<file path="src/rtl/core_hazard_ctrl.sv">
// Pipeline hazard controller for the 5-stage RV32I core: load-use / RAW stalls, redirect flush, EX forwarding selects.
// Latency: STALL/BUBBLE/FLUSH are combinational from ID and slot state; FWD_SEL and HAZ_CNT are registered (1 cycle).
// Backpressure: MEM_BUSY freezes the slots, selects and counter and holds the front end (STALL=1, BUBBLE=0).
//
// Optional feature macro: FORWARDING_EN
//   defined   - EX/MEM results are forwarded; only load-use (and WB when RF_WRITE_FIRST=0) stalls.
//   undefined - any EX/MEM match stalls until the producer leaves MEM; FWD_SEL1/2 are tied to 00.
//
// Ports:
//   CLK, RST                  clock, synchronous active-high reset
//   ID_VALID .. ID_ISLOAD     decode-stage operand/destination info
//   EX_REDIRECT, MEM_BUSY     taken branch/jump in EX, data memory not ready
//   STALL, BUBBLE, FLUSH      IF/ID hold, ID/EX NOP insert, IF/ID kill
//   FWD_SEL1, FWD_SEL2        EX operand source: 00 regfile, 01 EX/MEM, 10 MEM/WB
//   HAZ_CNT                   saturating count of hazard-stall cycles
module core_hazard_ctrl #(
  parameter int unsigned RF_WRITE_FIRST = 1,
  parameter int unsigned CNT_W          = 32
) (
  input  logic             CLK,
  input  logic             RST,
  input  logic             ID_VALID,
  input  logic [4:0]       ID_RADDR1,
  input  logic [4:0]       ID_RADDR2,
  input  logic             ID_REG1_READ,
  input  logic             ID_REG2_READ,
  input  logic             ID_AWVALID,
  input  logic [4:0]       ID_AWADDR,
  input  logic             ID_ISLOAD,
  input  logic             EX_REDIRECT,
  input  logic             MEM_BUSY,
  output logic             STALL,
  output logic             BUBBLE,
  output logic             FLUSH,
  output logic [1:0]       FWD_SEL1,
  output logic [1:0]       FWD_SEL2,
  output logic [CNT_W-1:0] HAZ_CNT
);

  typedef struct packed {
    logic       vld;
    logic [4:0] addr;
    logic       ld;
  } slot_t;

  // A WB-slot producer is only a hazard when the register file cannot bypass its own write port.
  localparam bit WB_STALL = (RF_WRITE_FIRST == 0);

  slot_t            r_ex;
  slot_t            r_mem;
  slot_t            r_wb;
  logic [CNT_W-1:0] r_cnt;

  logic w_h1_ex, w_h1_mem, w_h1_wb;
  logic w_h2_ex, w_h2_mem, w_h2_wb;
  logic w_hz;
  logic w_issue;

  // x0 is hard-wired zero, so a read of x0 never depends on anything in flight.
  function automatic logic src_hit(input logic id_vld, input logic rd_en,
                                   input logic [4:0] ra, input slot_t s);
    return id_vld & rd_en & (ra != 5'd0) & s.vld & (s.addr == ra);
  endfunction

  assign w_h1_ex  = src_hit(ID_VALID, ID_REG1_READ, ID_RADDR1, r_ex);
  assign w_h1_mem = src_hit(ID_VALID, ID_REG1_READ, ID_RADDR1, r_mem);
  assign w_h1_wb  = src_hit(ID_VALID, ID_REG1_READ, ID_RADDR1, r_wb);
  assign w_h2_ex  = src_hit(ID_VALID, ID_REG2_READ, ID_RADDR2, r_ex);
  assign w_h2_mem = src_hit(ID_VALID, ID_REG2_READ, ID_RADDR2, r_mem);
  assign w_h2_wb  = src_hit(ID_VALID, ID_REG2_READ, ID_RADDR2, r_wb);

`ifdef FORWARDING_EN
  // Only a load in EX cannot be forwarded in time: its data appears at the end of MEM.
  assign w_hz = (r_ex.ld & (w_h1_ex | w_h2_ex))
              | (WB_STALL & (w_h1_wb | w_h2_wb));
`else
  assign w_hz = w_h1_ex | w_h2_ex | w_h1_mem | w_h2_mem
              | (WB_STALL & (w_h1_wb | w_h2_wb));
`endif

  assign w_issue = ID_VALID & ~MEM_BUSY & ~EX_REDIRECT & ~w_hz;

  always_comb begin
    STALL  = 1'b0;
    BUBBLE = 1'b0;
    FLUSH  = 1'b0;
    if (!RST) begin
      if (MEM_BUSY) begin
        STALL = 1'b1;
      end else if (EX_REDIRECT) begin
        // The ID instruction is on the wrong path, so a pending hazard on it is moot.
        FLUSH  = 1'b1;
        BUBBLE = 1'b1;
      end else if (w_hz) begin
        STALL  = 1'b1;
        BUBBLE = 1'b1;
      end
    end
  end

  always_ff @(posedge CLK) begin
    if (RST) begin
      r_ex  <= '0;
      r_mem <= '0;
      r_wb  <= '0;
      r_cnt <= '0;
    end else if (!MEM_BUSY) begin
      r_wb  <= r_mem;
      r_mem <= r_ex;
      if (w_issue) begin
        r_ex <= '{vld: ID_AWVALID, addr: ID_AWADDR, ld: ID_ISLOAD};
      end else begin
        r_ex <= '0;
      end
      if (w_hz && !EX_REDIRECT && (r_cnt != {CNT_W{1'b1}})) begin
        r_cnt <= r_cnt + 1'b1;
      end
    end
  end

  assign HAZ_CNT = r_cnt;

`ifdef FORWARDING_EN
  logic [1:0] r_fwd1;
  logic [1:0] r_fwd2;
  logic       w_unused_ld;

  // The load flag only matters while the producer sits in EX.
  assign w_unused_ld = r_mem.ld ^ r_wb.ld;

  // Youngest producer wins: the EX slot holds the newer value of a register written twice.
  always_ff @(posedge CLK) begin
    if (RST) begin
      r_fwd1 <= 2'b00;
      r_fwd2 <= 2'b00;
    end else if (!MEM_BUSY) begin
      r_fwd1 <= !w_issue ? 2'b00 : w_h1_ex ? 2'b01 : w_h1_mem ? 2'b10 : 2'b00;
      r_fwd2 <= !w_issue ? 2'b00 : w_h2_ex ? 2'b01 : w_h2_mem ? 2'b10 : 2'b00;
    end
  end

  assign FWD_SEL1 = r_fwd1;
  assign FWD_SEL2 = r_fwd2;
`else
  logic w_unused_ld;

  assign w_unused_ld = r_ex.ld ^ r_mem.ld ^ r_wb.ld;
  assign FWD_SEL1    = 2'b00;
  assign FWD_SEL2    = 2'b00;
`endif

endmodule
</file>
<file path="config.mk">
export PLATFORM = sky130hd
export DESIGN_NAME = core_hazard_ctrl
export DESIGN_NICKNAME = d
export VERILOG_FILES = /design/src/rtl/core_hazard_ctrl.sv
export SDC_FILE = /design/constraint.sdc
export NUM_CORES = 1
export LEC_CHECK = 0
export ABC_AREA = 1
export CAP_MARGIN = 20
export CORE_AREA = 4 4 96 98
export CTS_BUF_LIST = sky130_fd_sc_hd__clkbuf_4 sky130_fd_sc_hd__clkbuf_8
export CTS_CLUSTER_SIZE = 16
export DETAILED_ROUTE_END_ITERATION = 8
export DIE_AREA = 0 0 100 102
export GPL_ROUTABILITY_DRIVEN = 0
export SYNTH_ARGS = -nofsm -noshare
export SYNTH_HDL_FRONTEND = slang
export SYNTH_SLANG_ARGS = --single-unit
export TNS_END_PERCENT = 1
</file>
<file path="constraint.sdc">
create_clock -name CLK -period 3.94 [get_ports CLK]
set_clock_uncertainty 0.05 [all_clocks]
set_input_delay 0.788 -clock CLK [delete_from_list [all_inputs] [get_ports CLK]]
set_output_delay 0.788 -clock CLK [all_outputs]
set_load 0.02 [all_outputs]
</file>
==> run metrics, run 1 <==
fin crit period about 3800 ps; cell chain of the critical path clkdlybuf4s50_1 -> inv_1 -> nand2_1 -> nand2_1 -> nor2_1 -> nand3_1 -> nor2_2 -> nor2_4 -> nand2_4 -> nand2_1 -> a21oi_1 -> clkdlybuf4s50_1; Top-Level Pins 63; critical path class in -> out; Core Area 0.008466 mm2; Worst VDD drop between 0.1 and 0.15 mV; GRT Overall Usage between 10% and 20%; hold path depth 2; n_diodes 0; Area contributors post-synth dfxtp_1 28%, nand2_1 18%, nor2_1 11%; Initial Utilization ~38%; post-synth top area share between 20% and 30%; commonest cells in the netlist 151 x nand2_1, 93 x nor2_1, 86 x inv_1; WHS Endpoint r_mem[6]$_SDFFE_PP0N_; Congestion Overflow GR 0; Seq/Total Area, Yosys between 20 and 30%; min-delay worst type reg -> reg; Placement Setup Slack slightly above 200 ps; post-synthesis async set-or-reset flop share 0%; final wirelength between 8000 and 9000 um; synth-to-layout area growth 22.26%; M2 GR Usage between 20 and 30%; largest net degree at the start of global routing 45; Hold Crit Start r_mem[6]$_SDFFE_PP0N_; Pwr Density around 220 mW/mm2; Rows 34; CTS tree yes; cell taking the most area after synthesis dfxtp_1; clk sinks between 40 and 50; Worst path top cell family by delay buffers and inverters; DP Wirelength 6255 um; slowest cell delay on critical path 640 ps; CP endpoint kind primary output; number of global-route vias before repair 2989; DRC 0; worst path bufs/invs 3; final number of hold-violating endpoints 0; full die area 0.01020 mm2; Final WS setup ~170 ps; Root Buffer clkbuf_8; Yosys cell types 29; max_cap viols 0; static leakage 1.628 nW; flops & latches, synth 44; Primary FF master, synth dfxtp_1; H-tree depth 2; Startpoint Class primary input; slowest cell on the critical path clkdlybuf4s50_1; layout cell share with drive strength beyond 1 ~6.4%; met1 usage between 20% and 30%; endpoints failing setup 0; 1st-iter DRT viols 101; maximum buffer depth of the clock tree 2; placed cell count between 600 and 700; synth warn 0; CTS Buf Count 5; Final Max Slew Viols 0; post-synthesis instance area between 0.003 and 0.004 mm2; setup tns final 0 ps; setup bufs post-CTS 0; first drt pass iteration count 5; IO buf count between 50 and 60; clock insertion delay at the later pin of the skew report roughly 300 ps; first-pass GRT wire length ~14000 um; Detail Route Antenna Nets 0; Die X-Extent 100 um; Mapped Cells approximately 540; mean post-synth cell area between 5 and 6 um2; GRT busiest layer met2; Post-synth EDFFs 0; Critical Path RT ~3100 ps; DR vias roughly 3400; Crit Path Max Fanout 7; Non-Filler Instances 700; cts hold-fix bufs 0; status finished clean; met3 Track Usage GR under 10%; Vias/cell between 4 and 5; Critical Path AT a little under 3000 ps; Final Net Count ~600; r2r startpoint r_ex[2]$_SDFFE_PP0N_; clk slew on worst S/H paths 100 ps; cell mode on critical path nand2_1; most frequent cell after synthesis nand2_1; RR Endpoint HAZ_CNT[24]$_SDFFE_PP0P_; post-CTS resize count 0; initial antenna violation count 0; r2r setup slk 1440 ps; Max Clock Freq around 270 MHz; Die Y about 100 um; crit share post-route ~96%; Worst Reg2Reg Path Length in Cells 13; unrepaired setup endpoints after global routing false; post-DR wirelength/cell 12.10 um
[metal layers]
layer | vias up | wire length (um)
met5 | - | 0
met3 | 5 | 494
met2 | 90 | 3920
li1 | 1759 | -
met4 | 0 | 61
met1 | 1519 | 3994
[cell type report]
class,instances,area (um2)
clock inverter,3,23.77
tap,108,135.1
fill,930,4556
sequential,44,880.8
clock buffer,5,68.82
inverter,93,351.6
multi-input combinational,384,1834
timing repair buffer,63,615.6
[kinds of logic after synthesis]
logic type / after synthesis / share of synthesized area, %
buf+inv: 116 / 15.45
other cells: 1 / 0.1173
flops: 44 / 27.54
compound gates: 19 / 3.130
fa+ha+maj: 1 / 0.3912
simple gates: 338 / 47.34
xor+xnor: 22 / 6.025
[power breakdown]
group | leakage (nW) | internal (W) | switching (W)
Clock | 0.0404 | 0.000126 | 0.000171
Sequential | 0.356 | 0.000449 | 0.00000582
Combinational | 1.23 | 0.0000452 | 0.0000604
Total | 1.63 | 0.000620 | 0.000237
[state kept, by name, summed over array words and instances, names as in the netlist]
signal,flops
HAZ_CNT,32
r_ex,6
r_mem,6
[through the flow]
step | power (W) | area (um2) | hold WS (ps) | utilization [%]
after detailed placement | 0.0005715 | 3817 | 438.4 | 45.09
after global routing | 0.0008997 | 3910 | 474.3 | 46.19
after CTS | 0.0008707 | 3910 | 452.8 | 46.19
after floorplan | 0.0005289 | 3209 | 412.4 | -
final | 0.0008577 | 3910 | 453.3 | 46.19
after global placement | 0.0005704 | 3817 | 429.9 | 45.09
[tightest hold or removal path: cells and delay by family (launching register included)]
family | cells | cell delay (ps)
flip-flops | 1 | 330
AND/OR/NAND/NOR | 2 | 150
[how the worst max path moves through the flow]
stage,startpoint,to,slack [ps],cells after the start
4_1_cts,ID_RADDR1[0],STALL,200,11
5_1_grt,ID_RADDR1[1],STALL,40,12
2_1_floorplan,ID_RADDR1[1],STALL,1120,12
6_report,ID_RADDR1[1],STALL,170,12
3_5_place_dp,ID_RADDR1[1],STALL,200,12
3_3_place_gp,ID_RADDR1[1],STALL,230,12
[placed cells by master, fill, tap and decap left out, types with 6 or more instances in the layout]
master             n
nor2_1            93
xnor2_1            8
buf_4              6
nand3_1           32
dfxtp_1           44
inv_2              6
o21ai_0            6
a21oi_1           11
inv_1             86
xor2_1            14
nand4_1           39
nand2_1          151
clkdlybuf4s50_1   57
Note: power is estimated with default switching activity, not from simulation.
==> inputs of run 2 (changes only) <==
MAX_ROUTING_LAYER = met4   (was default)
==> run 2 against run 1 <==
Sequential share of layout area is the same. First-iteration DRC count grew 0.99%. Via count grew 0.12%. Cell area is the same. Critical path type unchanged. Combinational power is essentially flat. Largest power group unchanged. Hold slack gained 1.3 ps. Power grew 0.25%. Clock power is essentially flat. Sequential power is essentially flat. Largest cell class unchanged. Flip-flop and latch count is the same.
==> run metrics, run 2 (synthesis gave the netlist of run 1 again) <==
Rows 34 (unchanged); r2r setup slk 1430 ps (was 1440 ps); Worst VDD drop 0.1019 mV (was 0.1017 mV); GRT Overall Usage 17.06% (was 16.49%); IO buf count 57 (unchanged); Congestion Overflow GR 0 (unchanged); post-layout util 46.19% (unchanged); WP depth 12 (unchanged); Root Buffer clkbuf_8 (unchanged); Critical Path RT 3100 ps (about the same); synth-to-layout area growth 22.26% (unchanged); post-route cell area 0.003910 mm2 (unchanged); number of flip-flops under the largest register name 32 (unchanged); Final Max Slew Viols 0 (unchanged); Pwr Density 219.9 mW/mm2 (was 219.3 mW/mm2); fin crit period 3764 ps (was 3765 ps); largest net degree at the start of global routing 45 (unchanged); CP endpoint kind primary output (unchanged); H-tree depth 2 (unchanged); slowest cell delay on critical path 640 ps (about the same); static leakage 1.628 nW (unchanged); critical path class in -> out (unchanged); status finished clean (unchanged); initial antenna violation count 0 (unchanged); fillcell total 930 (unchanged); DRC 0 (unchanged); first-pass GRT wire length 13970 um (was 13950 um); crit share post-route 95.54% (was 95.57%); Worst Reg2Reg Path Length in Cells 13 (unchanged); Crit Path Max Fanout 7 (unchanged); Critical Path AT 2930 ps (about the same); maximum buffer depth of the clock tree 2 (unchanged); final wirelength 8528 um (was 8470 um); Internal 0.0006204 W (about the same); CTS Buf Count 5 (unchanged); leading cell types in the layout, fill and taps excluded 151 x nand2_1, 93 x nor2_1, 86 x inv_1, 57 x clkdlybuf4s50_1, 44 x dfxtp_1 (unchanged); Max Clock Freq 265.7 MHz (was 265.6 MHz); Worst path top cell family by delay buffers and inverters (unchanged); commonest non-fill, non-tap cell in the layout nand2_1 (unchanged); cts hold-fix bufs 0 (unchanged); DP Wirelength 6255 um (unchanged); sequential power share 52.9% (was 53.1%); unrepaired setup endpoints after global routing false (unchanged); first drt pass iteration count 4 (was 5); clock insertion delay at the later pin of the skew report 300 ps (about the same); Worst slew margin 66.40%; switching pwr 0.0002394 W (was 0.0002373 W); layout cell share with drive strength beyond 1 6.419% (unchanged); Detail Route Antenna Nets 0 (unchanged); post-CTS resize count 0 (unchanged); max_cap viols 0 (unchanged); Die Y 102 um (unchanged); slowest cell on the critical path clkdlybuf4s50_1 (unchanged); number of global-route vias before repair 2975 (was 2989); Worst Tran Pin Value 503.5 ps; Vias/cell 4.824 (was 4.819); Startpoint Class primary input (unchanged); n_diodes 0 (unchanged); Die X-Extent 100 um (unchanged); Final Net Count 616 (unchanged); switch share 27.84% (was 27.67%); DR vias 3377 (was 3373); 1st-iter DRT viols 102 (was 101); worst path bufs/invs 3 (unchanged); final number of hold-violating endpoints 0 (unchanged); endpoints failing setup 0 (unchanged); Initial Utilization 37.78% (unchanged); cell chain of the critical path clkdlybuf4s50_1 -> inv_1 -> nand2_1 -> nand2_1 -> nor2_1 -> nand3_1 -> nor2_2 -> nor2_4 -> nand2_4 -> nand2_1 -> a21oi_1 -> clkdlybuf4s50_1 (unchanged); Gate power share 12.3% (about the same); full die area 0.01020 mm2 (unchanged); r2r startpoint r_ex[2]$_SDFFE_PP0N_ (unchanged); setup tns final 0 ps (unchanged); Core Area 0.008466 mm2 (unchanged); hold path depth 2 (unchanged); post-DR wirelength/cell 12.18 um (was 12.10 um); clk sinks 44 (unchanged); Design Power 0.0008598 W (was 0.0008577 W); RR Endpoint HAZ_CNT[24]$_SDFFE_PP0P_ (unchanged); clock share of power 34.8% (was 34.6%); setup bufs post-CTS 0 (unchanged); CTS tree yes (unchanged); WHS Endpoint r_ex[1]$_SDFFE_PP0N_ (was r_mem[6]$_SDFFE_PP0N_); clk slew on worst S/H paths 100 ps (about the same); min-delay worst type reg -> reg (unchanged); Top-Level Pins 63 (unchanged); cell mode on critical path nand2_1 (unchanged); Hold Crit Start r_ex[1]$_SDFFE_PP0N_ (was r_mem[6]$_SDFFE_PP0N_); placed cell area 0.003817 mm2 (unchanged)
[run 2: cell counts in the layout (fill, tap and decap cells not counted)]
Identical to the previous run, type by type.
[run 2: final cells by class]
cell class                      instances  area, um2  area share (%)
Clock buffer                            5      68.82           1.760
Inverter                               93      351.6           8.992
Multi-Input combinational cell        384       1834           46.91
Sequential cell                        44      880.8           22.53
Clock inverter                          3      23.77          0.6080
Tap cell                              108      135.1           3.456
Timing Repair Buffer                   63      615.6           15.74
[run 2: worst max-delay path by stage]
stage                  from  endpoint  slack (ps)
3_3_place_gp   ID_RADDR1[1]     STALL         230
6_report       ID_RADDR1[1]     STALL         180
2_1_floorplan  ID_RADDR1[1]     STALL        1120
5_1_grt        ID_RADDR1[1]     STALL          40
4_1_cts        ID_RADDR1[0]     STALL         200
3_5_place_dp   ID_RADDR1[1]     STALL         200
[run 2: worst min-delay path, delay by kind of cell (launching register included)]
kind	cells	cell delay (ps)
DFF	1	350
and+or+nand+nor	1	60
AOI/OAI and AO/OA	1	50
[run 2: metal layers]
layer | vias to the layer above | GRT usage (%) | wire length (um)
met5 | - | - | 0
met4 | 0 | 3.316 | 42
met3 | 6 | 3.003 | 422
met2 | 76 | 27.91 | 3924
met1 | 1535 | 22.34 | 4139
li1 | 1760 | - | -
[run 2: per-stage QoR]
step / hold WS (ps) / std cells / setup WS [ps]
after detailed placement: 438.4 / 692 / 201.8
final: 454.6 / 700 / 175.7
after CTS: 452.8 / 700 / 197.2
after floorplan: 412.4 / 544 / 1123
after global placement: 429.9 / 692 / 226.9
after global routing: 474.6 / 700 / 39.40
[run 2: power by group through the flow]
| stage | Combinational [W] | Sequential, W | Clock (W) |
|---|---|---|---|
| after global placement | 0.000105 | 0.000465 | 0 |
| after CTS | 0.000106 | 0.000455 | 0.000309 |
| after detailed placement | 0.000106 | 0.000466 | 0 |
| after global routing | 0.000118 | 0.000456 | 0.000329 |
| after floorplan | 0.0000648 | 0.000464 | 0 |
| final | 0.000106 | 0.000455 | 0.000299 |
==> inputs of run 3 (changes only) <==
DONT_BUFFER_PORTS = 1   (was default)
==> run 3 against run 2 <==
Largest cell class unchanged. Worst setup slack improved by 610 ps. Power is 3.7% lower. Highest routed layer unchanged. Via count shrank 8.3%. Maximum frequency grew 19%. Critical path type unchanged. Core utilization decreased by 7.2 points. Sequential share of layout area up 4.1 points.
==> run metrics, run 3 (synthesis gave the netlist of run 1 again) <==
cell chain of the critical path xnor2_1 -> nand2_1 -> nor2_1 -> nand3_1 -> nand2_1 -> nand2_2 -> nand2_4 -> nand2_1 -> a21oi_1 (was clkdlybuf4s50_1 -> inv_1 -> nand2_1 -> nand2_1 -> nor2_1 -> nand3_1 -> nor2_2 -> nor2_4 -> nand2_4 -> nand2_1 -> a21oi_1 -> clkdlybuf4s50_1); maximum buffer depth of the clock tree 2 (unchanged); GRT Overall Usage 16.58% (was 17.06%); clk slew on worst S/H paths 100 ps (about the same); Max Clock Freq 317.0 MHz (was 265.7 MHz); status finished clean (unchanged); n_diodes 0 (unchanged); CTS Buf Count 5 (unchanged); RR Endpoint HAZ_CNT[24]$_SDFFE_PP0P_ (unchanged); number of global-route vias before repair 2892 (was 2975); Final Net Count 554 (was 616); Hold Crit Start r_ex[1]$_SDFFE_PP0N_ (unchanged); setup bufs post-CTS 0 (unchanged); final number of hold-violating endpoints 0 (unchanged); clock share of power 36.9% (was 34.8%); slowest cell on the critical path a21oi_1 (was clkdlybuf4s50_1); sequential power share 55.0% (was 52.9%); fillcell total 935 (was 930); Rows 34 (unchanged); synth-to-layout area growth 3.247% (was 22.26%); switch share 27.92% (was 27.84%); Die X-Extent 100 um (unchanged); DP Wirelength 5944 um (was 6255 um); final wirelength 8233 um (was 8528 um); DRC 0 (unchanged); Gate power share 8.1% (was 12.3%); commonest non-fill, non-tap cell in the layout nand2_1 (unchanged); setup tns final 0 ps (unchanged); post-DR wirelength/cell 12.90 um (was 12.18 um); switching pwr 0.0002312 W (was 0.0002394 W); crit share post-route 80.07% (was 95.54%); Congestion Overflow GR 0 (unchanged); Critical Path AT 2320 ps (was 2930 ps); clk sinks 44 (unchanged); post-route cell area 0.003302 mm2 (was 0.003910 mm2); initial antenna violation count 0 (unchanged); first drt pass iteration count 5 (was 4); number of flip-flops under the largest register name 32 (unchanged); Internal 0.0005970 W (was 0.0006204 W); 1st-iter DRT viols 171 (was 102); min-delay worst type reg -> reg (unchanged); Die Y 102 um (unchanged); Startpoint Class primary input (unchanged); hold path depth 2 (unchanged); clock insertion delay at the later pin of the skew report 310 ps (was 300 ps); Crit Path Max Fanout 46 (was 7); Initial Utilization 37.78% (unchanged); endpoints failing setup 0 (unchanged); Pwr Density 250.8 mW/mm2 (was 219.9 mW/mm2); post-CTS resize count 0 (unchanged); Worst VDD drop 0.1305 mV (was 0.1019 mV); IO buf count 0 (was 57); max_cap viols 0 (unchanged); largest net degree at the start of global routing 47 (was 45); Worst Reg2Reg Path Length in Cells 12 (was 13); Final Max Slew Viols 0 (unchanged); static leakage 1.398 nW (was 1.628 nW); full die area 0.01020 mm2 (unchanged); Worst Tran Pin Value 790.4 ps (was 503.5 ps); cell mode on critical path nand2_1 (unchanged); Detail Route Antenna Nets 0 (unchanged); CP endpoint kind primary output (unchanged); Core Area 0.008466 mm2 (unchanged); leading cell types in the layout, fill and taps excluded 151 x nand2_1, 93 x nor2_1, 86 x inv_1, 44 x dfxtp_1, 39 x nand4_1 (was 151 x nand2_1, 93 x nor2_1, 86 x inv_1, 57 x clkdlybuf4s50_1, 44 x dfxtp_1); slowest cell delay on critical path 440 ps (was 640 ps); unrepaired setup endpoints after global routing false (unchanged); H-tree depth 2 (unchanged); cts hold-fix bufs 0 (unchanged); Critical Path RT 3100 ps (about the same); r2r startpoint HAZ_CNT[0]$_SDFFE_PP0P_ (was r_ex[2]$_SDFFE_PP0N_); Worst slew margin 47.23% (was 66.40%); layout cell share with drive strength beyond 1 6.226% (was 6.419%); fin crit period 3155 ps (was 3764 ps); CTS tree yes (unchanged); WHS Endpoint r_ex[1]$_SDFFE_PP0N_ (unchanged); DR vias 3097 (was 3377); placed cell area 0.003209 mm2 (was 0.003817 mm2); Top-Level Pins 63 (unchanged); r2r setup slk 1420 ps (was 1430 ps); Vias/cell 4.854 (was 4.824); Root Buffer clkbuf_8 (unchanged); critical path class in -> out (unchanged); first-pass GRT wire length 13470 um (was 13970 um)
run 3: cell count changes in the layout (fill, tap and decap cells not counted), sizes merged:
| cell | change |
|---|---|
| buf | -5 |
| clkdlybuf4s50 | -57 |
run 3: final cells by class:
type / count / area (um2) / share of cell area, %
sequential: 44 / 880.8 / 26.68
clock buffer: 5 / 68.82 / 2.084
clock inverter: 3 / 23.77 / 0.7200
inverter: 93 / 351.6 / 10.65
tap: 108 / 135.1 / 4.092
multi-input combinational: 384 / 1834 / 55.55
timing repair buffer: 1 / 7.507 / 0.2274
run 3: power by group through the flow:
| stage | clock network, W | logic, W | registers [W] |
|---|---|---|---|
| after CTS | 0.000317 | 0.0000676 | 0.000455 |
| after global routing | 0.000330 | 0.0000759 | 0.000456 |
| after detailed placement | 0 | 0.0000675 | 0.000466 |
| after floorplan | 0 | 0.0000648 | 0.000464 |
| final | 0.000305 | 0.0000674 | 0.000455 |
| after global placement | 0 | 0.0000661 | 0.000466 |
run 3: worst max path at each step:
stage	start	to	slack (ps)	cells past startpoint
after global placement	ID_RADDR1[1]	STALL	810	11
after detailed placement	ID_RADDR1[0]	STALL	770	9
final	ID_RADDR1[0]	STALL	790	9
after CTS	ID_RADDR1[0]	STALL	760	9
after global routing	r_ex[2]$_SDFFE_PP0N_	STALL	640	10
after floorplan	ID_RADDR1[1]	STALL	1120	12
run 3: per-stage QoR:
stage               utilization (%)  power (W)  hold slack [ps]  setup WS (ps)  std cells
global placement              37.91  0.0005318            431.3          805.1        630
finish                        39.00  0.0008282            451.7          785.4        638
floorplan                         -  0.0005289            412.4           1123        544
CTS                           39.00  0.0008398            448.9          761.0        638
detailed placement            37.91  0.0005334            433.7          769.4        630
global route                  39.00  0.0008626            468.8          636.0        638
run 3: worst max-delay path: cells and delay by family:
| family | cells | cell delay, ps |
|---|---|---|
| AND/OR/NAND/NOR | 7 | 920 |
| AO/OA/AOI/OAI | 1 | 440 |
| XOR/XNOR | 1 | 150 |
run 3: routing by layer:
| metal | wire length, um | track usage (%) |
|---|---|---|
| met5 | 0 | - |
| met2 | 3836 | 28.17 |
| met1 | 3675 | 19.93 |
| met3 | 643 | 4.232 |
| met4 | 77 | 3.523 |
